**config.mk**
```make
export PLATFORM = sky130hd
export DESIGN_NAME = freq_gen_measure
export DESIGN_NICKNAME = d
export VERILOG_FILES = /design/src/rtl/freq_gen_measure.sv
export SDC_FILE = /design/constraint.sdc
export NUM_CORES = 1
export LEC_CHECK = 0
export ABC_AREA = 1
export BUFFER_PORTS_ARGS = -buffer_cell sky130_fd_sc_hd__buf_2
export CORE_MARGIN = 2
export CORE_UTILIZATION = 38
export CTS_CLUSTER_DIAMETER = 200
export DETAILED_ROUTE_END_ITERATION = 10
export PLACE_DENSITY = 0.5
export SYNTH_ARGS = -nofsm -noshare
export SYNTH_HDL_FRONTEND = slang
export SYNTH_SLANG_ARGS = --single-unit
```
**constraint.sdc**
```tcl
create_clock -name CLK -period 38.2 [get_ports CLK]
set_input_delay 3.82 -clock CLK [delete_from_list [all_inputs] [get_ports CLK]]
set_output_delay 3.82 -clock CLK [all_outputs]
set_load 0.05 [all_outputs]
```
**src/rtl/freq_gen_measure.sv**
```systemverilog
// Frequency generate-and-measure block.
// frequency_module turns an input code into a 50%-duty square wave.
// frequency_counter measures the high time, low time and period of that
// wave in clock cycles. The top level connects the generator output
// straight into the counter input.

// Programmable square-wave generator. Each level lasts hp_reg cycles. A new
// input code is only picked up at a toggle, so the level in progress always
// runs to its full length.
module frequency_module #(
    parameter int unsigned CLOCK_FREQ = 50_000_000,
    parameter real         LOW_FREQ   = 1_000.333,
    parameter int unsigned HIGH_FREQ  = 20_000_000,
    parameter int          INPUT_BITS = 8
) (
    input  logic                  clk,
    input  logic                  rst,
    input  logic [INPUT_BITS-1:0] input_value,
    output logic                  freq_out
);

    // Half-period bounds in clock cycles, rounded to the nearest cycle.
    // The fastest possible output is one toggle per cycle.
    localparam int HP_MAX     = $rtoi(real'(CLOCK_FREQ) / (2.0 * LOW_FREQ) + 0.5);
    localparam int HP_MIN_RAW = $rtoi(real'(CLOCK_FREQ) / (2.0 * real'(HIGH_FREQ)) + 0.5);
    localparam int HP_MIN     = (HP_MIN_RAW < 1) ? 1 : HP_MIN_RAW;

    // The span-times-code product needs 32+INPUT_BITS bits to avoid overflow.
    localparam int W = 32 + INPUT_BITS;
    localparam logic [W-1:0] HP_MAX_W  = W'(HP_MAX);
    localparam logic [W-1:0] SPAN_W    = W'(HP_MAX - HP_MIN);
    localparam logic [W-1:0] MAXCODE_W = W'((64'd1 << INPUT_BITS) - 64'd1);

    logic [W-1:0] hp_wide;
    logic [31:0]  hp_next;
    logic [31:0]  hp_reg;
    logic [31:0]  cnt;

    // Map the input code linearly onto the half-period range (truncating divide).
    // NOTE: every variable assigned in always_comb gets a value on every path, so no latch is inferred.
    always_comb begin
        hp_wide = HP_MAX_W - (SPAN_W * W'(input_value)) / MAXCODE_W;
        hp_next = 32'(hp_wide);
    end

    // Half-period counter: toggle the output and reload the length at the end of each level.
    // NOTE: sequential state uses non-blocking assignments so every register samples pre-edge values.
    always_ff @(posedge clk) begin
        if (rst) begin
            freq_out <= 1'b0;
            cnt      <= '0;
            hp_reg   <= hp_next;
        end else if (cnt == hp_reg - 32'd1) begin
            freq_out <= ~freq_out;
            cnt      <= '0;
            hp_reg   <= hp_next;
        end else begin
            cnt <= cnt + 32'd1;
        end
    end

endmodule

// Frequency counter. The input is synchronised, edges are detected on the
// synchronised level, and each complete phase length is published. The
// partial phase in progress at reset is never published.
module frequency_counter (
    input  logic        clk,
    input  logic        rst,
    input  logic        freq_in,
    output logic [31:0] time_high,
    output logic [31:0] time_low,
    output logic [31:0] period
);

    logic        s1, s2, s3;
    logic        rise, fall;
    logic [31:0] pc;
    logic [31:0] hi_last;
    logic        seen_rise, seen_fall, hi_valid;
    logic [32:0] per_sum;
    logic [31:0] per_sat;

    // Edge detection on the synchronised level, plus a saturating period sum.
    always_comb begin
        rise    = s2 & ~s3;
        fall    = ~s2 & s3;
        per_sum = {1'b0, hi_last} + {1'b0, pc};
        per_sat = per_sum[32] ? 32'hFFFF_FFFF : per_sum[31:0];
    end

    // Two-flop synchroniser followed by one delay flop for edge detection.
    always_ff @(posedge clk) begin
        if (rst) begin
            s1 <= 1'b0;
            s2 <= 1'b0;
            s3 <= 1'b0;
        end else begin
            s1 <= freq_in;
            s2 <= s1;
            s3 <= s2;
        end
    end

    // Phase counter: restart at 1 on any edge, otherwise count up and stick at all-ones.
    always_ff @(posedge clk) begin
        if (rst)
            pc <= '0;
        else if (rise || fall)
            pc <= 32'd1;
        else if (pc != 32'hFFFF_FFFF)
            pc <= pc + 32'd1;
    end

    // Publish completed phases; a phase only counts once the opposite edge has been seen.
    always_ff @(posedge clk) begin
        if (rst) begin
            seen_rise <= 1'b0;
            seen_fall <= 1'b0;
            hi_valid  <= 1'b0;
            hi_last   <= '0;
            time_high <= '0;
            time_low  <= '0;
            period    <= '0;
        end else if (fall) begin
            seen_fall <= 1'b1;
            if (seen_rise) begin
                time_high <= pc;
                hi_last   <= pc;
                hi_valid  <= 1'b1;
            end
        end else if (rise) begin
            seen_rise <= 1'b1;
            if (seen_fall) begin
                time_low <= pc;
                if (hi_valid)
                    period <= per_sat;
            end
        end
    end

endmodule

// Top level: generator output looped back into the counter.
module freq_gen_measure #(
    parameter int unsigned CLOCK_FREQ = 50_000_000,
    parameter real         LOW_FREQ   = 1_000.333,
    parameter int unsigned HIGH_FREQ  = 20_000_000,
    parameter int          INPUT_BITS = 8
) (
    input  logic                  CLK,
    input  logic                  RST,
    input  logic [INPUT_BITS-1:0] INPUT_VALUE,
    output logic                  FREQ_OUT,
    output logic [31:0]           TIME_HIGH,
    output logic [31:0]           TIME_LOW,
    output logic [31:0]           PERIOD
);

    frequency_module #(
        .CLOCK_FREQ (CLOCK_FREQ),
        .LOW_FREQ   (LOW_FREQ),
        .HIGH_FREQ  (HIGH_FREQ),
        .INPUT_BITS (INPUT_BITS)
    ) u_gen (
        .clk         (CLK),
        .rst         (RST),
        .input_value (INPUT_VALUE),
        .freq_out    (FREQ_OUT)
    );

    frequency_counter u_cnt (
        .clk       (CLK),
        .rst       (RST),
        .freq_in   (FREQ_OUT),
        .time_high (TIME_HIGH),
        .time_low  (TIME_LOW),
        .period    (PERIOD)
    );

endmodule

```
==> run summary <==
All-Layer GR Usage: 19.9%
Drt pass-1 iters: 5
Die height: 212 um
Mean area per synthesized cell: 6.74 sq um
Clock Sink Count: 198
Hold EP: u_cnt.s2
Number of flops mapped to enable cells by yosys: 31
Area Overhead vs Synth: 10.9%
Critical Path Fanout Max: 14
Synth top area share: 20.3%
Status: finished, final reports clean
Initial Util: 38.4%
Syn. warnings: 0
Min-delay src: u_cnt.s1
Worst-Skew Late Latency: 0.46 ns
Layout cell share with drive strength beyond 1: 14.0%
Sequential cell area: 4270 sq um
Number of global-route vias before repair: 14600
CP Data Required Time: 38.37 ns
CTS resizes: 0
Biggest area consumer among synthesized cells: dfxtp_1
Critical Path Source Type: input pin
Max_cap viols: 0
Area occupied by multi-input gates: 10400 sq um
Final WL: 44400 um
Setup bufs post-CTS: 0
Most frequent cells in the layout: 487 x nand2_1, 388 x inv_1, 231 x nor2_1
Synth Net Count: 2581
Max-slew violations: 0
H-tree levels: 4
DRC viols: 0
DR iter-0 viols: 858
Crit end category: flip-flop
Final std cells w/o fill: 3142
Post-DRT Antenna Nets: 0
Initial antenna violation count: 0
DIE AREA: 45100 sq um
Inserted Clock Buffers: 17
Setup Skew: 0.0155 ns
Total number of vias: 15400
Root buffer cell: clkbuf_16
Capturing point of the worst reg2reg path: u_cnt.period[29]
Hold Path Depth: 2
Largest delay share family, worst path: simple AND/OR/NAND/NOR gates
Core area: 43000 sq um
Period utilisation layout: 47.7%
Net count, final: 2676
Largest cells by area after synthesis: dfxtp_1 20%, nand2_1 11%, inv_1 8.8%, ha_1 7.4%, edfxtp_1 5.6%
Yosys reg bits: 198
Stages on worst setup path: 99
Final Cell Area: 18300 sq um
Clk slew on worst S/H paths: 0.07 ns
Synth unique cells: 58
WL/cell: 14.1 um
R2r worst-path depth: 36
Async set or reset register ratio after synthesis: 0%
FF-to-FF Start: u_cnt.pc[0]
Placed cell areas: 17700 sq um
Buf/Inv on CP: 7
Largest net degree at the start of global routing: 97
Dpl hpwl: 35600 um
Synthesized cell area: 16500 sq um
Final Hold Fails: 0
Num rows: 76
R2R Setup Slk: 32.34 ns
Max_slew headroom: 34.9%
Grt ovf: 0
Post-synthesis cell count: 2448
Sequential element share of the synthesized area: 25.9%
Final setup viols: 0
Post-CTS Hold Fix Bufs: 0
Crit path kind: in -> reg
Crit-path slowest cell: fa_1
GPL Wtd Cong: 0.851
Die Wd: 212 um
CP Data Arrival Time: 18.40 ns
Boundary pin count: 107
Commonest non-fill, non-tap cell in the layout: nand2_1
Least-Margin Pin Slew: 0.976 ns
CTS tree: done
Via/cell ratio: 4.90
Inst Count DP: 3109
Port Buffers: 106
Worst Hold Class: reg -> reg
Hold WS: 0.408 ns
RSZ-0062 raised after global routing: false
Total negative slack: 0 ns
Crit path from: INPUT_VALUE[5]
Tmin final: 18.22 ns
Commonest register cell after synthesis: dfxtp_1
Max Clk Rate: 54.9 MHz
Clock Path Buffers: 2
Fillers: 4590
CP peak stage delay: 0.54 ns
Worst path most repeated cell: nand2_2
First-pass GRT wire length: 72700 um
synthesized netlist by cell type, drive strengths merged (3+ instances only):
cell / n
nand2: 576
inv: 420
nor2: 267
nand3: 190
o21ai: 171
dfxtp: 167
a21oi: 157
ha: 98
xor2: 69
nor3: 49
nand4: 42
xnor2: 34
clkbuf: 33
edfxtp: 31
fa: 25
nor4: 13
nor3b: 12
o21bai: 12
nand3b: 11
o221ai: 10
or2: 8
a31oi: 7
o211ai: 7
clkinv: 6
and2: 5
buf: 5
a21o: 4
o31ai: 4
a211oi: 3
per-layer routing:
metal	up-vias	part of all wire, %	global-route usage, %
met5	-	0	0
met4	0	2.3	6.92
met3	55	2.3	2.10
met2	208	48	35.2
met1	7024	47	25.1
li1	8112	-	-
logic make-up (layout without fill, tap and decap cells):
family                   count (synthesis)  count (layout)  share of synthesized area [%]
AND/OR/NAND/NOR                       1178            1178                           34.5
buffers and inverters                  465             573                           10.9
AO/OA/AOI/OAI                          381             381                           12.7
flip-flops                             198             198                           25.9
adder cells (fa/ha/maj)                123             123                           10.5
XOR/XNOR                               103             103                           5.51
other                                    0               1                              0
cell type report:
class / count / area share [%]
Inverter: 427 / 8.88
Multi-Input combinational cell: 1785 / 57.0
Antenna cell: 1 / 0.0137
Timing Repair Buffer: 114 / 3.23
Clock buffer: 19 / 2.48
Tap cell: 585 / 4.00
Clock inverter: 13 / 1.01
Sequential cell: 198 / 23.4
tightest hold or removal path: stages, from the launching register on:
cell     delay [ns]
dfxtp_1        0.30
inv_1          0.04
nor2_1         0.03
stage by stage:
step | setup slack, ns | utilization, %
after detailed placement | 19.45 | 41.1
after global routing | 18.46 | 42.6
after floorplan | 22.12 | -
after global placement | 19.89 | 41.1
final | 19.98 | 42.6
after CTS | 19.93 | 42.6
how the worst max path moves through the flow:
stage / endpoint
after floorplan: u_gen.hp_reg[18]
after global placement: u_gen.hp_reg[28]
after detailed placement: u_gen.hp_reg[20]
after CTS: u_gen.hp_reg[20]
after global routing: u_gen.hp_reg[20]
final: u_gen.hp_reg[20]
Power is left out: the tool's default activity adds up to more than one toggle a clock period on the data nets, which glitch-free logic cannot reach.
